`config.mk`:
```
export PLATFORM = sky130hd
export DESIGN_NAME = cc_lane_writer
export DESIGN_NICKNAME = d
export VERILOG_FILES = /design/src/rtl/cc_lane_writer.sv
export SDC_FILE = /design/constraint.sdc
export NUM_CORES = 1
export LEC_CHECK = 0
export CAP_MARGIN = 20
export CORE_ASPECT_RATIO = 1.1
export CORE_MARGIN = 2
export CORE_UTILIZATION = 49
export DETAILED_ROUTE_END_ITERATION = 8
export PLACE_DENSITY = 0.76
export SYNTH_ARGS = -nofsm -noshare
export SYNTH_HDL_FRONTEND = slang
export SYNTH_SLANG_ARGS = --single-unit
```
`constraint.sdc`:
```
create_clock -name CC_LANEWRITER_CLOCK_50 -period 2.64 [get_ports CC_LANEWRITER_CLOCK_50]
set_input_delay 0.264 -clock CC_LANEWRITER_CLOCK_50 [delete_from_list [all_inputs] [get_ports CC_LANEWRITER_CLOCK_50]]
set_output_delay 0.264 -clock CC_LANEWRITER_CLOCK_50 [all_outputs]
set_load 0.05 [all_outputs]
```
`src/rtl/cc_lane_writer.sv`:
```
// cc_lane_writer: writer side of the 8-row game matrix.
// Loads a level pattern row by row over a valid/ready port. It then rotates the
// traffic lanes on a prescaled tick. The matrix freezes on a crash until the next start.
module cc_lane_writer #(
  parameter int LANEWRITER_DATAWIDTH  = 8,
  parameter int LANEWRITER_BASEPERIOD = 25000000
) (
  input  logic                            CC_LANEWRITER_CLOCK_50,
  input  logic                            CC_LANEWRITER_RESET_InHigh,
  input  logic                            CC_LANEWRITER_start_InHigh,
  input  logic                            CC_LANEWRITER_loadValid_InHigh,
  input  logic [LANEWRITER_DATAWIDTH-1:0] CC_LANEWRITER_loadData_InBUS,
  output logic                            CC_LANEWRITER_loadReady_OutHigh,
  input  logic [1:0]                      CC_LANEWRITER_speed_InBUS,
  input  logic                            CC_LANEWRITER_crash_InLow,
  output logic                            CC_LANEWRITER_tick_OutHigh,
  output logic [1:0]                      CC_LANEWRITER_state_OutBUS,
  output logic [LANEWRITER_DATAWIDTH-1:0] CC_LANEWRITER_registro0_OutBUS,
  output logic [LANEWRITER_DATAWIDTH-1:0] CC_LANEWRITER_registro1_OutBUS,
  output logic [LANEWRITER_DATAWIDTH-1:0] CC_LANEWRITER_registro2_OutBUS,
  output logic [LANEWRITER_DATAWIDTH-1:0] CC_LANEWRITER_registro3_OutBUS,
  output logic [LANEWRITER_DATAWIDTH-1:0] CC_LANEWRITER_registro4_OutBUS,
  output logic [LANEWRITER_DATAWIDTH-1:0] CC_LANEWRITER_registro5_OutBUS,
  output logic [LANEWRITER_DATAWIDTH-1:0] CC_LANEWRITER_registro6_OutBUS,
  output logic [LANEWRITER_DATAWIDTH-1:0] CC_LANEWRITER_registro7_OutBUS
);

  localparam int DW = LANEWRITER_DATAWIDTH;
  localparam int PW = $clog2(LANEWRITER_BASEPERIOD);
  // BASEPERIOD is a multiple of 8, so (BASE-1) >> speed equals (BASE >> speed) - 1 exactly.
  localparam logic [PW-1:0] BASE_M1 = PW'(LANEWRITER_BASEPERIOD - 1);

  typedef enum logic [1:0] {
    ST_IDLE   = 2'b00,
    ST_LOAD   = 2'b01,
    ST_RUN    = 2'b10,
    ST_FREEZE = 2'b11
  } state_t;

  state_t        state_q, state_d;
  logic [2:0]    ptr_q, ptr_d;
  logic [PW-1:0] cnt_q, cnt_d;
  logic          tick_q, tick_d;
  logic [DW-1:0] rows_q [8];
  logic [DW-1:0] rows_d [8];
  logic [PW-1:0] limit_s;
  logic          beat_s;

  // Rotate left by one: MSB wraps to bit 0.
  function automatic logic [DW-1:0] rot_left(input logic [DW-1:0] v);
    return {v[DW-2:0], v[DW-1]};
  endfunction

  // Rotate right by one: bit 0 wraps to MSB.
  function automatic logic [DW-1:0] rot_right(input logic [DW-1:0] v);
    return {v[0], v[DW-1:1]};
  endfunction

  assign limit_s = BASE_M1 >> CC_LANEWRITER_speed_InBUS;
  assign CC_LANEWRITER_loadReady_OutHigh = (state_q == ST_LOAD);
  assign beat_s = CC_LANEWRITER_loadValid_InHigh & CC_LANEWRITER_loadReady_OutHigh;

  // Next-state logic: start dominates, then per-state load / run / freeze behaviour.
  always_comb begin
    state_d = state_q;
    ptr_d   = ptr_q;
    cnt_d   = cnt_q;
    tick_d  = 1'b0;
    for (int i = 0; i < 8; i++) begin
      rows_d[i] = rows_q[i];
    end
    if (CC_LANEWRITER_start_InHigh) begin
      state_d = ST_LOAD;
      ptr_d   = 3'd0;
      cnt_d   = '0;
    end else begin
      case (state_q)
        ST_IDLE: begin
          state_d = ST_IDLE;
        end
        ST_LOAD: begin
          if (beat_s) begin
            rows_d[ptr_q] = CC_LANEWRITER_loadData_InBUS;
            ptr_d = ptr_q + 3'd1;
            if (ptr_q == 3'd7) begin
              state_d = ST_RUN;
            end else begin
              state_d = ST_LOAD;
            end
          end else begin
            ptr_d = ptr_q;
          end
        end
        ST_RUN: begin
          // Crash wins over a coincident tick: the frame that caused it stays on screen.
          if (!CC_LANEWRITER_crash_InLow) begin
            state_d = ST_FREEZE;
          end else if (cnt_q >= limit_s) begin
            tick_d = 1'b1;
            cnt_d  = '0;
            rows_d[1] = rot_left(rows_q[1]);
            rows_d[3] = rot_left(rows_q[3]);
            rows_d[5] = rot_left(rows_q[5]);
            rows_d[2] = rot_right(rows_q[2]);
            rows_d[4] = rot_right(rows_q[4]);
            rows_d[6] = rot_right(rows_q[6]);
          end else begin
            cnt_d = cnt_q + PW'(1);
          end
        end
        ST_FREEZE: begin
          state_d = ST_FREEZE;
        end
        default: begin
          state_d = ST_IDLE;
        end
      endcase
    end
  end

  // State, pointer, prescaler, tick and lane registers.
  always_ff @(posedge CC_LANEWRITER_CLOCK_50 or posedge CC_LANEWRITER_RESET_InHigh) begin
    if (CC_LANEWRITER_RESET_InHigh) begin
      state_q <= ST_IDLE;
      ptr_q   <= 3'd0;
      cnt_q   <= '0;
      tick_q  <= 1'b0;
      for (int i = 0; i < 8; i++) begin
        rows_q[i] <= '0;
      end
    end else begin
      state_q <= state_d;
      ptr_q   <= ptr_d;
      cnt_q   <= cnt_d;
      tick_q  <= tick_d;
      for (int i = 0; i < 8; i++) begin
        rows_q[i] <= rows_d[i];
      end
    end
  end

  assign CC_LANEWRITER_tick_OutHigh     = tick_q;
  assign CC_LANEWRITER_state_OutBUS     = state_q;
  assign CC_LANEWRITER_registro0_OutBUS = rows_q[0];
  assign CC_LANEWRITER_registro1_OutBUS = rows_q[1];
  assign CC_LANEWRITER_registro2_OutBUS = rows_q[2];
  assign CC_LANEWRITER_registro3_OutBUS = rows_q[3];
  assign CC_LANEWRITER_registro4_OutBUS = rows_q[4];
  assign CC_LANEWRITER_registro5_OutBUS = rows_q[5];
  assign CC_LANEWRITER_registro6_OutBUS = rows_q[6];
  assign CC_LANEWRITER_registro7_OutBUS = rows_q[7];

endmodule

```
==> metrics.yaml, run 1 <==
worst_ep_required_time_ns: 2.87
tightest_slew_ns: 0.547
syn_to_final_growth_pct: 29.4
grt_use_total: 0.234
via_per_inst: 5.80
status: "complete, no violations"
synth_top_area_share: 0.445
hold_class: "in2async"
max_slew_margin: 0.634
ys_seq_area_frac: 0.445
synth-edff-count: 0
maxSlewViolCount: 0
finalHoldViolCount: 0
cp_cell_sequence: "ha_1 > or3b_1 > a211oi_1 > o211ai_4 > nand2_8 > o31ai_4 > buf_12 > mux2_4"
dp.cells: 743
fin_cells: 763
end_kind: "flop"
reg2reg_slack_ns: 0.17
grt_pass1_vias: 4492
syn_area_mm2: 0.00534
synth_seq_cells: 95
power_density_mw_per_mm2: 471
whs_ns: 0.408
antenna_cells: 0
grt_pass1_wl_um: 22400
dp.final_hpwl_um: 9390
ant_nets: 0
reg2reg_depth: 8
htree_levels: 3
place_congestion: 0.931
die_w_um: 104
synth_mux_area_frac: 0.157
portBuffers: 82
drtIter0Drc: 221
vdd_drop_max_uv: 390
num_rows: 39
routedWlPerCell_um: 17.8
path_clk_slew_ns: 0.07
postLayoutCellArea_mm2: 0.00691
core_mm2: 0.0105
setup_viol_count_final: 0
syn_nets: 545
clkLatencyLatePin_ns: 0.35
synthAdderAreaFrac: 0.0422
max_cap_viol_count: 0
io_pins: 83
synth_area_leader_cell: "dfrtp_1"
avgSynthCellArea_um2: 10.4
grt-ovfl-total: 0
fin_nets: 648
min_period_over_period: 0.937
drc_errors: 0
start_kind: "flop"
layout_min_cycle_time_ns: 2.47
synth_area_leaders: "dfrtp_1 (44%), mux2_2 (10%), o21ai_0 (6.2%)"
total_power_mw: 3.26
drt_first_pass_iters: 5
initial_core_util: 0.509
path_max_fanout: 8
synth-xor-area-share: 0.00328
synth_top_family_by_area: "simple AND/OR/NAND/NOR gates"
die_y_um: 114
antenna_found_initial: 0
cts_tree: "yes"
cts_buffers: 9
leakage_nw: 3.00
numClockSinks: 95
syn_inst: 512
ys_warn_count: 0
max_freq_mhz: 404
arrival_ns: 2.70
reg2reg_to: "CC_LANEWRITER_registro5_OutBUS[7]"
tns_ns: 0
synth-simple-area-share: 0.171
rsz0062_at_grt: "false"
critPathKind: "reg2reg"
vias: 4425
grt_max_degree: 96
ys.flop_type: "dfrtp_1"
cpMaxStageDelayCell: "a211oi_1"
dieArea_mm2: 0.0118
synth_compound_area_frac: 0.152
max_stage_delay_ns: 0.44
root_buffer: "clkbuf_16"
async_flop_share: 1.00
ctsLongestPathBuffers: 2
clock_skew_ns: 0.00791
drive_gt1_frac: 0.231
ys_types: 55
wl_um: 13600
worstReg2RegStart: "cnt_q[0]"
dpl-instance-area_mm2: 0.00654
## sequential cells by signal, indices dropped and copies added, names as in the netlist
name                            count
cnt_q                              25
CC_LANEWRITER_registro0_OutBUS      8
CC_LANEWRITER_registro1_OutBUS      8
CC_LANEWRITER_registro2_OutBUS      8
CC_LANEWRITER_registro3_OutBUS      8
CC_LANEWRITER_registro4_OutBUS      8
CC_LANEWRITER_registro5_OutBUS      8
CC_LANEWRITER_registro6_OutBUS      8
CC_LANEWRITER_registro7_OutBUS      8
ptr_q                               3
CC_LANEWRITER_state_OutBUS          2
CC_LANEWRITER_tick_OutHigh          1
## synthesized netlist by cell type, types with 2 or more instances
master	n
dfrtp_1	95
a31oi_1	2
o21ai_0	66
buf_1	2
nand3b_1	5
o311ai_0	5
buf_2	4
mux2_2	48
mux2i_1	6
nor2_1	18
mux2_4	16
nor3b_1	2
a21o_1	5
o31ai_4	6
or3_1	9
inv_1	12
buf_6	2
and3_1	4
nand4_1	5
a21oi_1	15
clkbuf_1	12
nor2b_1	3
and2_1	3
ha_1	18
a22o_1	2
nor4_1	5
nand2_1	85
a211oi_1	2
nand3_1	29
## critical path, delay by kind of cell (launching register included)
| kind | cells | cell delay, ns |
|---|---|---|
| fa+ha+maj | 1 | 0.21 |
| simple gates | 2 | 0.52 |
| buf+inv | 1 | 0.17 |
| mux | 1 | 0.30 |
| flops | 1 | 0.43 |
| compound gates | 3 | 0.73 |
## placed cells by master (no fill, tap or decap), drive strengths merged, types with 4 or more instances in the layout
cell           synthesis  routed
nand2                 86      86
mux2i                  6       6
nand4                  5       5
nor4                   6       6
clkbuf                13       9
and3                   4       4
a21o                   6       6
nor2                  18      18
o21ai                 67      67
o31ai                  7       7
dfrtp                 95      95
o311ai                 5       5
buf                    8      30
inv                   12      13
or3                   10      10
mux2                  64      64
ha                    18      18
nand3b                 5       5
a21oi                 16      16
nand3                 29      29
clkdlybuf4s50          0      80
clkinvlp               0       4
## logic make-up after synthesis
kind of cell    after synthesis
mux                          70
simple gates                180
compound gates              114
flops                        95
buf+inv                      33
fa+ha+maj                    18
xor+xnor                      2
## final cells by class
class | count | area [um2]
multi-input cells | 385 | 2880
repair buffers | 112 | 1150
fillers | 789 | 3580
clock buffers | 9 | 225
well taps | 143 | 179
flip-flops and latches | 95 | 2380
clock inverters | 7 | 56.3
inverters | 12 | 48.8
## routing by layer
| metal | routed length [um] | global-route usage | part of all wire | up-vias |
|---|---|---|---|---|
| met4 | 243 | 0.0847 | 0.018 | 0 |
| met1 | 5790 | 0.294 | 0.43 | 2202 |
| met3 | 698 | 0.0389 | 0.051 | 20 |
| met5 | 0 | 0 | 0 | - |
| li1 | - | - | - | 2066 |
| met2 | 6840 | 0.412 | 0.50 | 137 |
## power by group
group          switching, mW  leakage [nW]  internal, mW
sequential            0.0361          1.30          1.50
combinational          0.307          1.57         0.167
clock                  0.598         0.130         0.649
total                  0.942          3.00          2.32
## per-stage QoR
step / utilization / worst slack (ns)
4_1_cts: 0.653 / 0.00184
3_3_place_gp: 0.623 / -0.386
3_5_place_dp: 0.623 / -0.484
2_1_floorplan: - / 0.0725
6_report: 0.659 / 0.167
5_1_grt: 0.659 / 0.0286
## worst max-delay path by stage
| stage | start | endpoint | slack (ns) | depth (start not counted) |
|---|---|---|---|---|
| CTS | CC_LANEWRITER_speed_InBUS[1] | CC_LANEWRITER_registro3_OutBUS[0] | 0.002 | 13 |
| finish | cnt_q[0] | CC_LANEWRITER_registro5_OutBUS[7] | 0.17 | 8 |
| floorplan | CC_LANEWRITER_state_OutBUS[0] | CC_LANEWRITER_registro6_OutBUS[0] | 0.07 | 6 |
| global route | CC_LANEWRITER_speed_InBUS[0] | CC_LANEWRITER_registro3_OutBUS[0] | 0.03 | 12 |
| detailed placement | CC_LANEWRITER_speed_InBUS[1] | CC_LANEWRITER_registro3_OutBUS[0] | -0.48 | 11 |
| global placement | CC_LANEWRITER_speed_InBUS[1] | CC_LANEWRITER_registro3_OutBUS[2] | -0.39 | 11 |
## what timing repair did
item	in CTS	in global routing
hold buffers	0	0
cloned	0	1
setup buffers	0	3
gates resized for setup	8	7
pin swaps	7	11
endpoints found under the setup margin	55	67
(Power assumes the default switching activity.)
==> inputs of run 2 (changes only) <==
- CORE_UTILIZATION: 49 -> 51
- CTS_BUF_LIST: not set -> sky130_fd_sc_hd__clkbuf_2 sky130_fd_sc_hd__clkbuf_4 sky130_fd_sc_hd__clkbuf_8
- PLACE_DENSITY: 0.76 -> 0.78
==> metrics.yaml, run 2 (synthesis results as in run 1) <==
grt_pass1_wl_um: 22000
antenna_found_initial: 0
grt_max_degree: 78
utilization: 0.666
dpl-instance-area_mm2: 0.00652
grt_pass1_vias: 4499
drt_first_pass_iters: 5
cp.buffers_inverters: 1
htree_levels: 3
largest_reg_flops: 25
ctsLongestPathBuffers: 2
min_period_over_period: 0.960
io_pins: 83
finalHoldViolCount: 0
numClockSinks: 95
die_w_um: 102
cp.depth: 8
antenna_cells: 0
hold_class: "in2async"
reg2reg_slack_ns: 0.11
largest-register: "cnt_q"
grt-ovfl-total: 0
fin_nets: 651
status: "complete, no violations"
portBuffers: 82
maxSlewViolCount: 0
ctsHoldBuffers: 0
via_per_inst: 5.86
cts_buffers: 9
postLayoutCellArea_mm2: 0.00686
wl_um: 13900
dp.final_hpwl_um: 9490
ant_nets: 0
layout_commonest_cell: "dfrtp_1"
die_y_um: 111
cts_setup_buffers: 0
reg2reg_to: "cnt_q[11]"
initial_core_util: 0.519
fin_cells: 766
drtIter0Drc: 344
max_slew_margin: 0.600
reg2reg_depth: 8
clkLatencyLatePin_ns: 0.37
rsz0062_at_grt: "false"
whs_ns: 0.259
cpMaxStageDelayCell: "dfrtp_1"
drc_errors: 0
path_clk_slew_ns: 0.10
worstReg2RegStart: "cnt_q[0]"
syn_to_final_growth_pct: 28.4
arrival_ns: 2.75
max_freq_mhz: 395
cts_tree: "yes"
routedWlPerCell_um: 18.1
leakage_nw: 3.00
total_power_mw: 3.13
crit_family: "simple AND/OR/NAND/NOR gates"
power_density_mw_per_mm2: 456
dp.cells: 746
cp_cell_sequence: "ha_1 > or3b_1 > a211oi_1 > o211ai_4 > buf_4 > and4bb_4 > nand3_1 > o311ai_0"
num_rows: 39
setup_viol_count_final: 0
mostFrequentLayoutCells: "dfrtp_1 (95), nand2_1 (85), clkdlybuf4s50_1 (80), o21ai_0 (66), mux2_2 (48)"
worst_ep_required_time_ns: 2.86
critPathKind: "reg2reg"
vias: 4487
layout_min_cycle_time_ns: 2.53
dieArea_mm2: 0.0113
grt_use_total: 0.246
place_congestion: 0.928
root_buffer: "clkbuf_8"
max_stage_delay_ns: 0.45
clock_skew_ns: 0.0180
path_max_fanout: 12
tightest_slew_ns: 0.595
max_cap_viol_count: 0
start_kind: "flop"
core_mm2: 0.0103
vdd_drop_max_uv: 478
drive_gt1_frac: 0.223
end_kind: "flop"
## run 2: cell count changes in the layout (fill, tap and decap cells not counted), moves of 2 or more
| cell | previous run | this run |
|---|---|---|
| clkbuf_16 | 9 | 0 |
| inv_2 | 2 | 0 |
| buf_12 | 7 | 4 |
| inv_1 | 9 | 11 |
| buf_6 | 3 | 1 |
| bufinv_16 | 0 | 2 |
| clkinvlp_4 | 4 | 1 |
| clkbuf_8 | 0 | 11 |
| buf_4 | 20 | 24 |
## run 2: worst max-delay path by stage
stage	start	to	slack (ns)
2_1_floorplan	CC_LANEWRITER_state_OutBUS[0]	CC_LANEWRITER_registro6_OutBUS[0]	0.07
3_3_place_gp	CC_LANEWRITER_speed_InBUS[0]	CC_LANEWRITER_registro1_OutBUS[1]	-0.35
3_5_place_dp	CC_LANEWRITER_speed_InBUS[1]	cnt_q[22]	-0.39
4_1_cts	CC_LANEWRITER_speed_InBUS[1]	CC_LANEWRITER_registro6_OutBUS[7]	0.004
5_1_grt	cnt_q[0]	cnt_q[11]	0.03
6_report	cnt_q[0]	cnt_q[11]	0.11
## run 2: area by class of cell
class / count / area (um2)
Inverter: 12 / 48.8
Clock inverter: 4 / 77.6
Tap cell: 143 / 179
Clock buffer: 12 / 159
Fill cell: 792 / 3440
Sequential cell: 95 / 2380
Timing Repair Buffer: 112 / 1110
Multi-Input combinational cell: 388 / 2910
## run 2: repair_timing
action	in CTS	in global routing
gates resized for setup	1	9
pin swaps	1	6
gates cloned	1	3
setup endpoints to repair	5	73
## run 2: per-layer routing
metal	up-vias	wire (um)	global-route usage
met5	-	0	0
met4	0	280	0.102
met3	29	883	0.0527
met2	161	7130	0.398
met1	2240	5610	0.317
li1	2057	-	-
## run 2: power breakdown
| group | total, mW | internal (mW) | switching (mW) | leakage (nW) |
|---|---|---|---|---|
| clock network | 1.12 | 0.600 | 0.519 | 0.120 |
| registers | 1.53 | 1.50 | 0.0312 | 1.30 |
| logic | 0.479 | 0.168 | 0.311 | 1.57 |
## run 2: per-stage QoR
stage	setup WS [ns]	setup TNS [ns]
after floorplan	0.0725	0
after global placement	-0.353	-21.68
after detailed placement	-0.391	-25.42
after CTS	0.00357	0
after global routing	0.0335	0
final	0.106	0
==> inputs of run 3 (changes only) <==
- CORE_MARGIN: 2 -> not set
- GPL_TIMING_DRIVEN: not set -> 1
- PLACE_DENSITY: 0.78 -> 0.8
==> metrics.yaml, run 3 (synthesis results as in run 1) <==
status: "complete, no violations"
max_cap_viol_count: 0
worst_ep_required_time_ns: 2.90
start_kind: "flop"
arrival_ns: 2.77
num_rows: 38
wl_um: 13700
grt_max_degree: 51
startpoint: "cnt_q[8]"
clock_skew_ns: 0.0147
fin_ws_ns: 0.127
leakage_nw: 3.03
io_pins: 83
tns_ns: 0
finalHoldViolCount: 0
ctsHoldBuffers: 0
postLayoutCellArea_mm2: 0.00691
drt_first_pass_iters: 5
max_slew_margin: 0.626
portBuffers: 82
drtIter0Drc: 232
layout_commonest_cell: "dfrtp_1"
wl_met1_um: 5590
drive_gt1_frac: 0.226
die_y_um: 109
ctsLongestPathBuffers: 2
fin_nets: 653
grt-ovfl-total: 0
worstReg2RegStart: "cnt_q[8]"
min_period_over_period: 0.952
vias: 4440
clkLatencyLatePin_ns: 0.38
die_w_um: 99.6
htree_levels: 3
end_kind: "flop"
max_freq_mhz: 398
cts_tree: "yes"
wl_met2_um: 6950
critPathKind: "reg2reg"
path_max_fanout: 8
drc_errors: 0
highest_layer: "met4"
total_power_mw: 3.20
hold_class: "in2async"
post-place-ws_ns: -0.487
fin_cells: 765
dieArea_mm2: 0.0109
fillers: 741
antenna_cells: 0
power_density_mw_per_mm2: 464
path_clk_slew_ns: 0.10
grt_use_total: 0.261
utilization: 0.689
place_congestion: 0.862
mostFrequentLayoutCells: "dfrtp_1 (95), nand2_1 (85), clkdlybuf4s50_1 (80), o21ai_0 (66), mux2_2 (48)"
dpl-instance-area_mm2: 0.00655
ant_nets: 0
cts_buffers: 9
reg2reg_slack_ns: 0.13
dp.cells: 741
routedWlPerCell_um: 17.9
largest_reg_flops: 25
whs_ns: 0.248
via_per_inst: 5.80
numClockSinks: 95
largest-register: "cnt_q"
setup_viol_count_final: 0
tightest_slew_ns: 0.559
antenna_found_initial: 0
rsz0062_at_grt: "false"
syn_to_final_growth_pct: 29.4
grt_pass1_vias: 4390
maxSlewViolCount: 0
wl_met3_um: 846
initial_core_util: 0.533
root_buffer: "clkbuf_8"
layout_min_cycle_time_ns: 2.51
core_mm2: 0.0100
dp.final_hpwl_um: 9480
vdd_drop_max_uv: 346
grt_pass1_wl_um: 21900
-- run 3: report_power, final --
group / internal [mW] / leakage [nW] / switching (mW)
sequential: 1.50 / 1.30 / 0.0335
combinational: 0.168 / 1.60 / 0.304
clock: 0.662 / 0.127 / 0.537
-- run 3: final cells by class --
type                    count  area [um2]  area share
multi-input cells         387        2890       0.418
flip-flops and latches     95        2380       0.344
repair buffers            115        1170       0.169
well taps                 140         175      0.0253
clock buffers              10         138      0.0199
clock inverters             6         116      0.0168
inverters                  12        48.8     0.00706
-- run 3: routing by layer --
metal  GRT usage  vias to the layer above
met5           0                        -
met4       0.118                        0
met3      0.0464                       30
met2       0.446                      148
met1       0.326                     2198
li1            -                     2064
-- run 3: timing repair --
item                                    in CTS  in global routing
pin swaps                                    2                  6
resized for setup                            3                  6
gates cloned                                 0                  3
buffers inserted                             1                  4
endpoints found under the hold margin        0                  0
endpoints found under the setup margin      56                 73
-- run 3: worst paths after layout --
path                                                                to  cells past startpoint
setup / recovery                     CC_LANEWRITER_registro3_OutBUS[0]                      8
hold reg to reg                      CC_LANEWRITER_registro7_OutBUS[4]                      1
hold / removal                       CC_LANEWRITER_registro4_OutBUS[6]                      2
min in group CC_LANEWRITER_CLOCK_50  CC_LANEWRITER_registro7_OutBUS[4]                      1
max in group asynchronous            CC_LANEWRITER_registro7_OutBUS[7]                      3
setup reg to reg                     CC_LANEWRITER_registro3_OutBUS[0]                      8
-- run 3: critical path, stage by stage (launching register included) --
cell	delay, ns
dfrtp_1	0.47
ha_1	0.28
nor4_4	0.24
a21oi_2	0.11
o211ai_4	0.34
nand2_8	0.15
o31ai_4	0.29
buf_12	0.16
mux2_2	0.34
